**config.mk**
```make
export PLATFORM = sky130hd
export DESIGN_NAME = spi_slave_sync
export DESIGN_NICKNAME = d
export VERILOG_FILES = /design/src/rtl/spi_slave_sync.sv
export SDC_FILE = /design/constraint.sdc
export NUM_CORES = 1
export LEC_CHECK = 0
export CAP_MARGIN = 25
export CORE_UTILIZATION = 60
export DETAILED_ROUTE_END_ITERATION = 10
export PLACE_DENSITY = 0.83
export SLEW_MARGIN = 25
export SYNTH_ARGS = -nofsm -noshare
export SYNTH_HDL_FRONTEND = slang
export SYNTH_SLANG_ARGS = --single-unit
```
**constraint.sdc**
```tcl
create_clock -name clk -period 4.3 [get_ports clk]
set_input_delay 1.29 -clock clk [delete_from_list [all_inputs] [get_ports clk]]
set_output_delay 1.29 -clock clk [all_outputs]
set_load 0.01 [all_outputs]
```
**src/rtl/spi_slave_sync.sv**
```systemverilog
`timescale 1ns/1ps
// SPI slave oversampled in the clk domain: sck/mosi/cs_n are synchronised and edge-detected,
// never used as clocks. All CPOL/CPHA modes, TX FIFO with valid/ready push, RX word strobe.
//   state    | meaning
//   S_IDLE   | deselected, miso tri-stated, sck edges ignored
//   S_ACTIVE | selected, sampling mosi and shifting tx_shift onto miso
module spi_slave_sync #(
  parameter int WIDTH       = 8,
  parameter int CPOL        = 0,
  parameter int CPHA        = 0,
  parameter int SYNC_STAGES = 2,
  parameter int TX_DEPTH    = 4
) (
  input  logic             clk,
  input  logic             resetn,
  input  logic             spi_sck,
  input  logic             spi_mosi,
  input  logic             spi_cs_n,
  output logic             spi_miso,
  output logic             spi_miso_oe,
  input  logic [WIDTH-1:0] tx_data,
  input  logic             tx_valid,
  output logic             tx_ready,
  output logic [WIDTH-1:0] rx_data,
  output logic             rx_valid,
  output logic             tx_underrun,
  output logic             busy
);

  localparam int   BW     = $clog2(WIDTH);
  localparam int   PW     = $clog2(TX_DEPTH);
  localparam logic P_CPOL = (CPOL != 0);
  localparam logic P_CPHA = (CPHA != 0);

  typedef enum logic {S_IDLE, S_ACTIVE} state_t;

  logic [SYNC_STAGES-1:0] r_sck_sync;
  logic [SYNC_STAGES-1:0] r_mosi_sync;
  logic [SYNC_STAGES-1:0] r_cs_sync;
  logic                   r_sck_prev;
  logic                   r_cs_prev;

  state_t                 r_state;
  logic [BW-1:0]          r_bit_cnt;
  logic [WIDTH-1:0]       r_tx_shift;
  logic [WIDTH-2:0]       r_rx_shift;
  logic                   r_load_pend;
  logic                   r_first_lead;
  logic [WIDTH-1:0]       r_rx_data;
  logic                   r_rx_valid;
  logic                   r_tx_underrun;

  logic [WIDTH-1:0]       r_mem [TX_DEPTH];
  logic [PW:0]            r_wr_ptr;
  logic [PW:0]            r_rd_ptr;

  logic                   w_sck_s;
  logic                   w_mosi_s;
  logic                   w_cs_s;
  logic                   w_sck_chg;
  logic                   w_lead;
  logic                   w_trail;
  logic                   w_sample;
  logic                   w_shift;
  logic                   w_cs_fall;
  logic                   w_cs_rise;
  logic                   w_load;
  logic                   w_empty;
  logic                   w_full;
  logic                   w_pop;
  logic                   w_push;
  logic [WIDTH-1:0]       w_rd_data;
  logic [WIDTH-1:0]       w_rx_next;

  // Synchronisers reset to the idle line levels so no false edge follows reset.
  always_ff @(posedge clk or negedge resetn) begin
    if (!resetn) begin
      r_sck_sync  <= {SYNC_STAGES{P_CPOL}};
      r_mosi_sync <= '0;
      r_cs_sync   <= '1;
      r_sck_prev  <= P_CPOL;
      r_cs_prev   <= 1'b1;
    end else begin
      r_sck_sync  <= {r_sck_sync[SYNC_STAGES-2:0], spi_sck};
      r_mosi_sync <= {r_mosi_sync[SYNC_STAGES-2:0], spi_mosi};
      r_cs_sync   <= {r_cs_sync[SYNC_STAGES-2:0], spi_cs_n};
      r_sck_prev  <= w_sck_s;
      r_cs_prev   <= w_cs_s;
    end
  end

  assign w_sck_s   = r_sck_sync[SYNC_STAGES-1];
  assign w_mosi_s  = r_mosi_sync[SYNC_STAGES-1];
  assign w_cs_s    = r_cs_sync[SYNC_STAGES-1];
  assign w_sck_chg = w_sck_s ^ r_sck_prev;
  assign w_lead    = w_sck_chg & (r_sck_prev == P_CPOL);
  assign w_trail   = w_sck_chg & (w_sck_s == P_CPOL);
  assign w_sample  = P_CPHA ? w_trail : w_lead;
  assign w_shift   = P_CPHA ? w_lead : w_trail;
  assign w_cs_fall = r_cs_prev & ~w_cs_s;
  assign w_cs_rise = ~r_cs_prev & w_cs_s;
  assign w_rx_next = {r_rx_shift, w_mosi_s};

  // CPHA=0 loads on the trailing edge after the last sample; CPHA=1 loads the cycle after it.
  always_comb begin
    w_load = 1'b0;
    if (r_state == S_IDLE) begin
      w_load = w_cs_fall;
    end else if (!w_cs_rise) begin
      if (P_CPHA) w_load = r_load_pend;
      else        w_load = w_shift & r_load_pend;
    end
  end

  assign w_empty   = (r_wr_ptr == r_rd_ptr);
  assign w_full    = (r_wr_ptr[PW] != r_rd_ptr[PW]) &&
                     (r_wr_ptr[PW-1:0] == r_rd_ptr[PW-1:0]);
  assign w_pop     = w_load & ~w_empty;
  assign tx_ready  = ~w_full | w_pop;
  assign w_push    = tx_valid & tx_ready;
  assign w_rd_data = r_mem[r_rd_ptr[PW-1:0]];

  always_ff @(posedge clk) begin
    if (w_push) r_mem[r_wr_ptr[PW-1:0]] <= tx_data;
  end

  always_ff @(posedge clk or negedge resetn) begin
    if (!resetn) begin
      r_wr_ptr <= '0;
      r_rd_ptr <= '0;
    end else begin
      if (w_push) r_wr_ptr <= r_wr_ptr + 1'b1;
      if (w_pop)  r_rd_ptr <= r_rd_ptr + 1'b1;
    end
  end

  always_ff @(posedge clk or negedge resetn) begin
    if (!resetn) begin
      r_state       <= S_IDLE;
      r_bit_cnt     <= '0;
      r_tx_shift    <= '0;
      r_rx_shift    <= '0;
      r_load_pend   <= 1'b0;
      r_first_lead  <= 1'b0;
      r_rx_data     <= '0;
      r_rx_valid    <= 1'b0;
      r_tx_underrun <= 1'b0;
    end else begin
      r_rx_valid    <= 1'b0;
      r_tx_underrun <= 1'b0;
      case (r_state)
        S_IDLE: begin
          if (w_cs_fall) begin
            r_state     <= S_ACTIVE;
            r_bit_cnt   <= '0;
            r_load_pend <= 1'b0;
          end
        end
        S_ACTIVE: begin
          if (w_cs_rise) begin
            r_state     <= S_IDLE;
            r_bit_cnt   <= '0;
            r_load_pend <= 1'b0;
            r_tx_shift  <= '0;
          end else begin
            if (w_sample) begin
              r_rx_shift <= w_rx_next[WIDTH-2:0];
              if (r_bit_cnt == BW'(WIDTH-1)) begin
                r_rx_data   <= w_rx_next;
                r_rx_valid  <= 1'b1;
                r_bit_cnt   <= '0;
                r_load_pend <= 1'b1;
              end else begin
                r_bit_cnt <= r_bit_cnt + 1'b1;
              end
            end
            if (w_shift) begin
              // The first leading edge of a CPHA=1 word only presents the already-loaded MSB.
              if (P_CPHA) begin
                if (r_first_lead) r_first_lead <= 1'b0;
                else              r_tx_shift   <= {r_tx_shift[WIDTH-2:0], 1'b0};
              end else if (!r_load_pend) begin
                r_tx_shift <= {r_tx_shift[WIDTH-2:0], 1'b0};
              end
            end
          end
        end
        default: r_state <= S_IDLE;
      endcase
      if (w_load) begin
        r_tx_shift    <= w_empty ? '0 : w_rd_data;
        r_tx_underrun <= w_empty;
        r_load_pend   <= 1'b0;
        r_first_lead  <= 1'b1;
      end
    end
  end

  assign spi_miso    = (r_state == S_ACTIVE) & r_tx_shift[WIDTH-1];
  assign spi_miso_oe = (r_state == S_ACTIVE);
  assign busy        = (r_state == S_ACTIVE);
  assign rx_data     = r_rx_data;
  assign rx_valid    = r_rx_valid;
  assign tx_underrun = r_tx_underrun;

endmodule

```
==> metrics.csv <==
stage;metric;value;unit
logic_synthesis;Mean Syn Cell Area;15.4;um^2
placement;Detail Placement HPWL;3510;um
setup_path;startpoint types;register;
floorplanning;starting density of the core;63.9;%
sta;RSZ-0062 raised after global routing;false;
drt;post-DR vias/cell;5.74;
setup_path;Worst EP arrival;2.37;ns
logic_synthesis;synth top area cells;dfrtp_1, edfxtp_1, mux2_2, mux4_2, ha_1;
sta;Fmax;0.273;GHz
setup_path;critical path class;register to primary output;
cts;CTS Buf Count;9;
floorplanning;Die W;73.9;um
drt;WL met3;166;um
floorplanning;die area;0.00546;mm^2
cts;post-CTS setup buffers;0;
sta;slew margin rel.;53.3;%
sta;final worst path period share;85.2;%
status;status;completed;
cells_and_area;P&R area growth vs syn;16.5;%
logic_synthesis;sequential share of the synthesized area;66.6;%
cts;clock latency on the worst-skew pair;0.33;ns
logic_synthesis;mapped cell area;0.00310;mm^2
cells_and_area;fin nets;252;
global_routing;GRT Overall Usage;22.0;%
logic_synthesis;simple-gate share of the synthesized area;6.94;%
cts;Clock transition at path regs;0.08;ns
drt;uppermost layer routed;met4;
logic_synthesis;mux cell area share after synthesis;12.3;%
placement;port buffer count;27;
sta;setup_tns;0;ns
cells_and_area;multi-input logic area;958;um^2
logic_synthesis;Main synth FF type;dfrtp_1;
cells_and_area;Sequential Area;0.00207;mm^2
cts;Root Buffer;clkbuf_8;
setup_path;Worst EP required;3.01;ns
drt;Pre-antenna DRT Iters;4;
pwr;Tot Pwr;2.04;mW
setup_path;Crit. End Element;primary output;
cts;H-tree depth;3;
drt;wire length on met2;2630;um
drt;met1 wire length;2140;um
cts;CTS tree;done;
job;max cap viols;0;
global_routing;largest net degree at the start of global routing;45;
floorplanning;Core Area;0.00485;mm^2
logic_synthesis;syn nets;222;
logic_synthesis;Synth Area in Compound Gates;6.66;%
cells_and_area;filler instances;307;
cts;TritonCTS Sinks;76;
cells_and_area;Post-Layout Cell Count;303;
drt;average wire per standard cell;16.8;um
logic_synthesis;Yosys cell types;40;
drt;Detail Route Antenna Nets;0;
placement;GP Congestion;0.903;
drt;Vias;1740;
logic_synthesis;post-synth top area cell;dfrtp_1;
logic_synthesis;number of enable flip-flop cells after synthesis;32;
global_routing;initial antenna violation count;0;
global_routing;first-pass GRT wire length;8510;um
floorplanning;num rows;25;
cts;clock buffer depth;2;
pwr;Worst IR Drop VDD;0.000344;V
logic_synthesis;main combinational cell family by area after synthesis;multiplexers;
setup_path;critical path fanouts, max;11;
cells_and_area;# diodes;0;
cts;post-cts sizing count;0;
pwr;pwr dens;566;mW/mm^2
logic_synthesis;top-count cell post-synth;dfrtp_1;
placement;dpl cells;287;
logic_synthesis;XOR/XNOR Fraction of Synth Area;1.98;%
drt;drt first-iter violations;127;
drt;Routed WL;5090;um
floorplanning;I/O pins;28;
global_routing;vias in the first global route;1747;
floorplanning;die extent in y;73.9;um
sta;final worst slack;0.635;ns
hold_path;HP Class;register to register;
logic_synthesis;ys async rst share;57.9;%
logic_synthesis;synthesis-stage register bit count;76;
sta;Hold Violations, Final;0;
sta;Clock Skews;0.00890;ns
logic_synthesis;Synth top area share;33.1;%
pwr;LEAKAGE;1.45;nW
placement;Place WS;0.992;ns
sta;Least-Margin Pin Slew;0.695;ns
global_routing;grt ovf;0;
logic_synthesis;Synth top cells by count;dfrtp_1, edfxtp_1, mux2_2;
cells_and_area;layout cells sized above 1;19.1;%
sta;Max Slew Vio Count;0;
cts;# hold bufs at CTS;0;
logic_synthesis;synth warn;0;
logic_synthesis;synthesized instance count;201;
drt;drt drc;0;
logic_synthesis;fraction of the mapped netlist area in adder cells;2.82;%
sta;crit path time final;3.66;ns
sta;setup violators final;0;
[per-stage QoR]
step	cell area (um^2)	hold WS, ns	utilization, %
after floorplan	3100	0.331	-
after global placement	3410	0.337	70.3
after detailed placement	3410	0.344	70.4
after CTS	3610	0.358	74.4
after global routing	3610	0.360	74.5
final	3610	0.358	74.5
[report_power, final]
part           switching (mW)  total, mW  internal [mW]
Clock                   0.238      0.522          0.284
Combinational           0.239      0.492          0.254
Sequential              0.102       1.03          0.927
Total                   0.579       2.04           1.46
[cells by family after synthesis]
kind of cell | count (synthesis)
adders and majority gates | 7
and+or+nand+nor | 41
muxes | 25
DFF | 76
AOI/OAI and AO/OA | 28
buffers and inverters | 17
xor gates and xnor gates | 7
[state kept, by name (all words and copies together), names as in the netlist]
register,count
r_mem,32
r_tx_shift,8
rx_data,8
r_rx_shift,7
r_bit_cnt,3
r_rd_ptr,3
r_wr_ptr,3
r_cs_sync,2
r_mosi_sync,2
r_sck_sync,2
busy,1
r_cs_prev,1
r_load_pend,1
r_sck_prev,1
rx_valid,1
tx_underrun,1
[metal layers]
layer | up-vias | track usage (%)
met3 | 17 | 4.53
met1 | 870 | 28.8
li1 | 802 | -
met4 | 0 | 10.0
met5 | - | 0
met2 | 51 | 35.7
[worst paths after layout]
check,from,endpoint,slack (ns),cells past startpoint
worst max-delay path,r_rd_ptr[1],tx_ready,0.64,4
worst min-delay path,r_sck_sync[0],r_sck_sync[1],0.36,0
worst max register to register,busy,r_mem[1][7],1.92,4
worst min register to register,r_sck_sync[0],r_sck_sync[1],0.36,0
max in group asynchronous,resetn,r_tx_shift[1],2.99,1
min in group asynchronous,resetn,r_sck_prev,0.93,1
[cell usage in the layout (no fill, tap or decap), types with 2 or more instances in the layout]
cell and n:
clkinv_2 2, mux2_2 15, clkbuf_8 10, nor2_1 5, a31oi_1 7, xor2_1 2
o211ai_1 8, nand2b_1 2, buf_4 3, ha_1 7, nand2_1 11, nor2b_1 3
and2_1 5, mux4_2 6, or3_1 2, nor3_1 8, mux4_1 2, clkdlybuf4s50_1 26
dfrtp_1 41, a22o_1 3, inv_1 7, dfstp_2 3, clkbuf_1 2, xnor2_1 5
edfxtp_1 32, o21ai_0 2
[cell type report]
class / instances / area share, %
clock buffers: 12 / 4.02
inverters: 7 / 0.728
clock inverters: 4 / 1.35
multi-input cells: 108 / 26.5
repair buffers: 29 / 7.83
flip-flops and latches: 76 / 57.2
well taps: 67 / 2.32
[critical path, cell delays in order, from the launching register on]
cell and delay, ns:
dfrtp_1 0.55, xor2_1 0.24, or3_1 0.39, or3_1 0.38, clkdlybuf4s50_1 0.49
Power figures use the tool's default switching activity.
